===== src/rtl/div_unit_pkg.sv =====
// Shared definitions for the iterative divider: FSM state encodings and the
// ALU op codes that the EX stage decodes into start/signed_div.
package div_unit_pkg;

    typedef enum logic [1:0] {
        DIV_IDLE = 2'd0,
        DIV_BUSY = 2'd1,
        DIV_DONE = 2'd2
    } div_state_e;

    localparam logic [5:0] ALU_OP_DIV  = 6'h1A;
    localparam logic [5:0] ALU_OP_DIVU = 6'h1B;

    // Returns {start, signed_div} for an ALU op code.
    function automatic logic [1:0] decode_div_op(input logic [5:0] op);
        case (op)
            ALU_OP_DIV:  return 2'b11;
            ALU_OP_DIVU: return 2'b10;
            default:     return 2'b00;
        endcase
    endfunction

endpackage


===== src/rtl/div_unit_if.sv =====
// Request/response bundle between the EX stage (master) and the divider (slave).
interface div_unit_if #(parameter int WIDTH = 32) ();
    logic                 start;
    logic                 signed_div;
    logic [WIDTH-1:0]     a;
    logic [WIDTH-1:0]     b;
    logic                 cancel;
    logic                 stall;
    logic                 done;
    logic [2*WIDTH-1:0]   result;

    modport master (output start, signed_div, a, b, cancel,
                    input  stall, done, result);
    modport slave  (input  start, signed_div, a, b, cancel,
                    output stall, done, result);
endinterface


===== src/rtl/div_step.sv =====
// One radix-2 restoring iteration: shift in the next dividend bit and
// trial-subtract the divisor magnitude.
module div_step #(
    parameter int WIDTH = 32
) (
    input  logic [WIDTH:0]   rem,
    input  logic             dividend_msb,
    input  logic [WIDTH-1:0] divisor,
    output logic [WIDTH:0]   rem_next,
    output logic             q_bit
);
    logic [WIDTH+1:0] shifted_s;
    logic [WIDTH+1:0] trial_s;

    // Trial subtraction; a negative difference restores the shifted remainder.
    always_comb begin
        shifted_s = {rem, dividend_msb};
        trial_s   = shifted_s - {2'b00, divisor};
        if (trial_s[WIDTH+1]) begin
            q_bit    = 1'b0;
            rem_next = shifted_s[WIDTH:0];
        end else begin
            q_bit    = 1'b1;
            rem_next = trial_s[WIDTH:0];
        end
    end
endmodule


===== src/rtl/div_unit.sv =====
// Multi-cycle DIV/DIVU unit: magnitude restoring division with sign fix-up,
// result delivered as {remainder, quotient} in HI/LO layout.
module div_unit
    import div_unit_pkg::*;
#(
    parameter int WIDTH = 32
) (
    input  logic       clk,
    input  logic       rst,
    div_unit_if.slave  bus
);
    localparam int CW = $clog2(WIDTH);
    localparam logic [CW-1:0] CNT_LAST = CW'(WIDTH - 1);

    div_state_e         state_r, state_next_s;
    logic [CW-1:0]      cnt_r;
    logic [WIDTH:0]     rem_r;
    logic [WIDTH-1:0]   quo_r;
    logic [WIDTH-1:0]   dvs_r;
    logic               sign_q_r, sign_r_r;
    logic [2*WIDTH-1:0] result_r;

    logic               accept_s, last_s, b_zero_s;
    logic [WIDTH-1:0]   a_mag_s, b_mag_s;
    logic [WIDTH:0]     rem_next_s;
    logic               q_bit_s;
    logic [WIDTH-1:0]   quo_fin_s, q_out_s, r_out_s;

    div_step #(.WIDTH(WIDTH)) u_step (
        .rem          (rem_r),
        .dividend_msb (quo_r[WIDTH-1]),
        .divisor      (dvs_r),
        .rem_next     (rem_next_s),
        .q_bit        (q_bit_s)
    );

    // Operand magnitudes, iteration-exit condition and signed fix-up of the final result.
    always_comb begin
        accept_s  = (state_r == DIV_IDLE) && bus.start && !bus.cancel;
        last_s    = (state_r == DIV_BUSY) && (cnt_r == CNT_LAST);
        b_zero_s  = (bus.b == {WIDTH{1'b0}});
        a_mag_s   = (bus.signed_div && bus.a[WIDTH-1]) ? -bus.a : bus.a;
        b_mag_s   = (bus.signed_div && bus.b[WIDTH-1]) ? -bus.b : bus.b;
        quo_fin_s = {quo_r[WIDTH-2:0], q_bit_s};
        q_out_s   = sign_q_r ? -quo_fin_s : quo_fin_s;
        r_out_s   = sign_r_r ? -rem_next_s[WIDTH-1:0] : rem_next_s[WIDTH-1:0];
    end

    // State register.
    always_ff @(posedge clk) begin
        if (rst) begin
            state_r <= DIV_IDLE;
        end else begin
            state_r <= state_next_s;
        end
    end

    // Next-state logic; cancel aborts anything in flight.
    always_comb begin
        state_next_s = state_r;
        case (state_r)
            DIV_IDLE: begin
                if (accept_s) begin
                    state_next_s = b_zero_s ? DIV_DONE : DIV_BUSY;
                end else begin
                    state_next_s = DIV_IDLE;
                end
            end
            DIV_BUSY: begin
                if (bus.cancel) begin
                    state_next_s = DIV_IDLE;
                end else if (last_s) begin
                    state_next_s = DIV_DONE;
                end else begin
                    state_next_s = DIV_BUSY;
                end
            end
            DIV_DONE: state_next_s = DIV_IDLE;
            default:  state_next_s = DIV_IDLE;
        endcase
    end

    // Pipeline-facing outputs; stall drops in DONE so EX captures the result.
    always_comb begin
        bus.stall  = !rst && ((state_r == DIV_BUSY) || accept_s);
        bus.done   = !rst && (state_r == DIV_DONE) && !bus.cancel;
        bus.result = result_r;
    end

    // Operand capture, iteration datapath and result register.
    always_ff @(posedge clk) begin
        if (rst) begin
            cnt_r    <= {CW{1'b0}};
            rem_r    <= {(WIDTH+1){1'b0}};
            quo_r    <= {WIDTH{1'b0}};
            dvs_r    <= {WIDTH{1'b0}};
            sign_q_r <= 1'b0;
            sign_r_r <= 1'b0;
            result_r <= {(2*WIDTH){1'b0}};
        end else if (accept_s) begin
            cnt_r    <= {CW{1'b0}};
            rem_r    <= {(WIDTH+1){1'b0}};
            quo_r    <= a_mag_s;
            dvs_r    <= b_mag_s;
            sign_q_r <= bus.signed_div && (bus.a[WIDTH-1] ^ bus.b[WIDTH-1]);
            sign_r_r <= bus.signed_div && bus.a[WIDTH-1];
            // Divide by zero skips iteration: quotient all ones, remainder is the raw dividend.
            if (b_zero_s) begin
                result_r <= {bus.a, {WIDTH{1'b1}}};
            end
        end else if ((state_r == DIV_BUSY) && !bus.cancel) begin
            rem_r <= rem_next_s;
            quo_r <= quo_fin_s;
            if (last_s) begin
                result_r <= {r_out_s, q_out_s};
            end else begin
                cnt_r <= cnt_r + CW'(1);
            end
        end
    end
endmodule


===== src/flat_wrapper.sv =====
// flat-port wrapper written by rule: the top's interface ports become plain ports
module div_unit_flat import div_unit_pkg::*;
#(
    parameter int WIDTH = 32
)
  (clk, rst, bus_start, bus_signed_div, bus_a, bus_b, bus_cancel, bus_stall, bus_done, bus_result);
  div_unit_if #(.WIDTH(WIDTH)) bus_i ();
  input  logic clk;
  input  logic rst;
  input wire logic [$bits(bus_i.start)-1:0] bus_start;
  input wire logic [$bits(bus_i.signed_div)-1:0] bus_signed_div;
  input wire logic [$bits(bus_i.a)-1:0] bus_a;
  input wire logic [$bits(bus_i.b)-1:0] bus_b;
  input wire logic [$bits(bus_i.cancel)-1:0] bus_cancel;
  output wire logic [$bits(bus_i.stall)-1:0] bus_stall;
  output wire logic [$bits(bus_i.done)-1:0] bus_done;
  output wire logic [$bits(bus_i.result)-1:0] bus_result;
  assign bus_i.start = bus_start;
  assign bus_i.signed_div = bus_signed_div;
  assign bus_i.a = bus_a;
  assign bus_i.b = bus_b;
  assign bus_i.cancel = bus_cancel;
  assign bus_stall = bus_i.stall;
  assign bus_done = bus_i.done;
  assign bus_result = bus_i.result;
  div_unit #(.WIDTH(WIDTH)) u_core (.clk(clk), .rst(rst), .bus(bus_i));
endmodule

===== config.mk =====
export PLATFORM = sky130hd
export DESIGN_NAME = div_unit_flat
export DESIGN_NICKNAME = d
export VERILOG_FILES = /design/src/rtl/div_unit_pkg.sv /design/src/rtl/div_unit_if.sv /design/src/rtl/div_step.sv /design/src/rtl/div_unit.sv /design/src/flat_wrapper.sv
export SDC_FILE = /design/constraint.sdc
export NUM_CORES = 1
export LEC_CHECK = 0
export ABC_AREA = 0
export BUFFER_PORTS_ARGS = -buffer_cell sky130_fd_sc_hd__buf_4
export CAP_MARGIN = 15
export CELL_PAD_IN_SITES_DETAIL_PLACEMENT = 1
export CELL_PAD_IN_SITES_GLOBAL_PLACEMENT = 2
export CORE_MARGIN = 10
export CORE_UTILIZATION = 34
export DETAILED_ROUTE_END_ITERATION = 8
export GPL_TIMING_DRIVEN = 0
export PLACE_DENSITY = 0.78
export SLEW_MARGIN = 5
export SYNTH_ARGS = -nofsm -noshare
export SYNTH_HDL_FRONTEND = slang
export SYNTH_HIERARCHICAL = 1
export SYNTH_SLANG_ARGS = --single-unit

===== constraint.sdc =====
create_clock -name clk -period 6.19 [get_ports clk]
set_clock_uncertainty 0.1 [all_clocks]
set_input_delay 0.9285 -clock clk [delete_from_list [all_inputs] [get_ports clk]]
set_output_delay 0.9285 -clock clk [all_outputs]
set_load 0.02 [all_outputs]

==> results.json <==
{
  "status": "finished, final reports clean",
  "synth-xor-area-share_pct": 11.0,
  "crit_arrival_ns": 6.20,
  "grt_usage_pct": 23.3,
  "cp-end-kind": "flop",
  "drcViolationCount": 0,
  "synth_edf_count": 0,
  "start_util_pct": 34.4,
  "rsz0062_at_grt": "false",
  "synth_nets": 1646,
  "top_usage_layer": "met2",
  "fmax_ghz": 0.169,
  "start_kind": "flop",
  "place_congestion": 0.940,
  "grtUsageMet3_pct": 2.65,
  "power_density_nw_per_um2": 215,
  "h-tree-depth": 4,
  "worst-setup-path-type": "flop to flop",
  "crit_path_frequent_cell": "o31ai_1",
  "met2_usage_pct": 41.4,
  "drv_slew": 0,
  "grtUsageMet1_pct": 28.6,
  "die_w_um": 204,
  "pin_count": 135,
  "nets": 1803,
  "ant_nets": 0,
  "grt_pass1_vias": 12400,
  "core.rowCount": 67,
  "avgSynthCellArea_um2": 7.51,
  "postSynthCellCount": 1538,
  "synth_top_area_cell": "dfxtp_1",
  "final_common_cell": "nand2_1",
  "cp_data_required_time_ns": 6.46,
  "cts_tree": "yes",
  "clkLatencyLatePin_ns": 0.46,
  "cap_violations": 0,
  "synth_top_family_by_area": "compound AO/OA/AOI/OAI gates",
  "timing.slew.headroom_pct": 34.8,
  "cpPeakStageDelay_ns": 0.52,
  "finalHoldViolations": 0,
  "period_minus_slack_ns": 5.93,
  "ys.flop_type": "dfxtp_1",
  "hold_class": "flop to flop",
  "place_area_um2": 13100,
  "ys_warn_count": 6,
  "cts_hold_buf": 0,
  "worstMarginPinSlew_ns": 0.979,
  "synth_area_leaders": "dfxtp_1, nand2_1, xor2_1",
  "viasPerCell": 5.57,
  "synth-async-reset-ratio_pct": 0,
  "fin_crit_sh_pct": 95.8,
  "synth-simple-area-share_pct": 22.9,
  "synth_top_area_share_pct": 29.5,
  "drt_first_iter_violations": 735,
  "post_drt_wl_per_cell_um": 23.0,
  "critPathBufInv": 3,
  "whs_ns": 0.356,
  "finalSetupViolCount": 0,
  "final_cell_mix": "nand2_1, dfxtp_1, buf_4, nor2_1, a21oi_1",
  "clock_sinks": 170,
  "core_area_um2": 33500,
  "slowest_stage": "or4b_1",
  "ys_ff_latch": 170,
  "design_area_um2": 13800,
  "cts_buffers": 17,
  "insertedDiodeCount": 0,
  "area_growth_pct": 19.4,
  "drt_pass1_iterations": 5,
  "clockRootBuffer": "clkbuf_16",
  "gr-total-overflow": 0,
  "cts.reportedPaths.clkPinSlew_ns": 0.07,
  "vias": 12000,
  "grt_max_degree": 17,
  "critPathMaxFanout": 10,
  "dp_hpwl_mm": 39.7,
  "synth_compound_area_share_pct": 26.4,
  "antenna_found_initial": 0,
  "grt_pass1_wl_mm": 75.1,
  "drive_above_1_share_pct": 13.5,
  "ys_types": 78,
  "synth_seq_area_share_pct": 29.5,
  "ir_drop_uv": 206,
  "port-buffer-count": 132,
  "synth_mux_area_share_pct": 0.672,
  "syn-cell-area_um2": 11500,
  "drt-total-wl_mm": 49.5,
  "synthAdderAreaFrac_pct": 4.29,
  "dieArea_um2": 41700,
  "ctsLongestPathBuffers": 2,
  "die_h_um": 204,
  "worstPathCellList": "inv_1, ha_1, and3_1, or3b_1, a211oi_2, o31ai_1, and3_4, o31a_4, xor2_4, buf_4, clkbuf_1, o21ai_0, or3_1, or4b_1, o31ai_1, xor2_1, a211o_1, a21oi_1",
  "cpLargestDelayFamily": "compound AO/OA/AOI/OAI gates",
  "setup_tns_ns": 0,
  "final_util_pct": 41.1,
  "p_leak_uw": 0.00545
}
power by group:
| group | total, uW | internal, uW | leakage [uW] | switching, uW |
|---|---|---|---|---|
| clock | 1190 | 692 | 0.000309 | 502 |
| sequential | 1160 | 1130 | 0.00138 | 37.3 |
| combinational | 606 | 221 | 0.00376 | 386 |
cell type report:
| class | count | area, um2 |
|---|---|---|
| Buffer | 99 | 393 |
| Clock buffer | 19 | 443 |
| Clock inverter | 13 | 190 |
| Fill cell | 4182 | 19700 |
| Inverter | 57 | 214 |
| Multi-Input combinational cell | 1212 | 7550 |
| Sequential cell | 170 | 3400 |
| Tap cell | 448 | 561 |
| Timing Repair Buffer | 138 | 1030 |
logic make-up (layout without fill, tap and decap cells):
kind of cell | count (synthesis) | in the layout
adders and majority gates | 39 | 39
muxes | 7 | 7
buffers and inverters | 156 | 326
xor gates and xnor gates | 143 | 143
DFF | 170 | 170
AOI/OAI and AO/OA | 448 | 448
and+or+nand+nor | 575 | 575
timing repair:
item,in CTS,in global routing
endpoints found under the hold margin,0,0
pin swaps,0,1
endpoints found under the setup margin,3,7
setup buffers,0,5
gates resized for setup,2,6
cell usage after synthesis (22+ instances only):
cell,instances
o31ai_1,27
nor2_1,132
a21oi_1,126
a21o_1,23
o21ai_0,85
clkbuf_1,80
a211oi_1,47
nand3_1,26
inv_1,56
nor3_1,30
dfxtp_1,170
o211ai_1,22
xnor2_1,65
xor2_1,77
nand2_1,261
ha_1,38
worst paths after layout:
check	startpoint	endpoint	slack [ns]	cells past startpoint
worst min-delay path	u_core/bus.result[39]	u_core/bus.result[39]	0.36	2
worst max-delay path	u_core/dvs_r[8]	u_core/bus.result[63]	0.26	18
worst max register to register	u_core/dvs_r[8]	u_core/bus.result[63]	0.26	18
worst min register to register	u_core/bus.result[39]	u_core/bus.result[39]	0.36	2
layer usage:
metal | up-vias | wire length [um]
li1 | 5799 | -
met1 | 5868 | 21600
met2 | 285 | 24600
met3 | 67 | 1890
met4 | 0 | 1410
met5 | - | 0
state kept, by name, summed over array words and instances, names as in the netlist:
register / cells
u_core/bus.result: 64
u_core/rem_r: 33
u_core/dvs_r: 32
u_core/quo_r: 32
u_core/cnt_r: 5
u_core/state_r: 2
u_core/sign_q_r: 1
u_core/sign_r_r: 1
metrics by stage:
step	power [uW]	worst slack, ns	cells
2_1_floorplan	1560	1.39	1538
3_3_place_gp	1780	-0.0882	2118
3_5_place_dp	1790	-0.118	2119
4_1_cts	2980	0.0819	2151
5_1_grt	3100	0.0327	2156
6_report	2960	0.260	2156
worst min-delay path, cell delays in order (launching register included):
cell and delay (ns):
dfxtp_1 0.31, nand2_1 0.05, a21oi_1 0.05
Note: power is estimated with default switching activity, not from simulation.
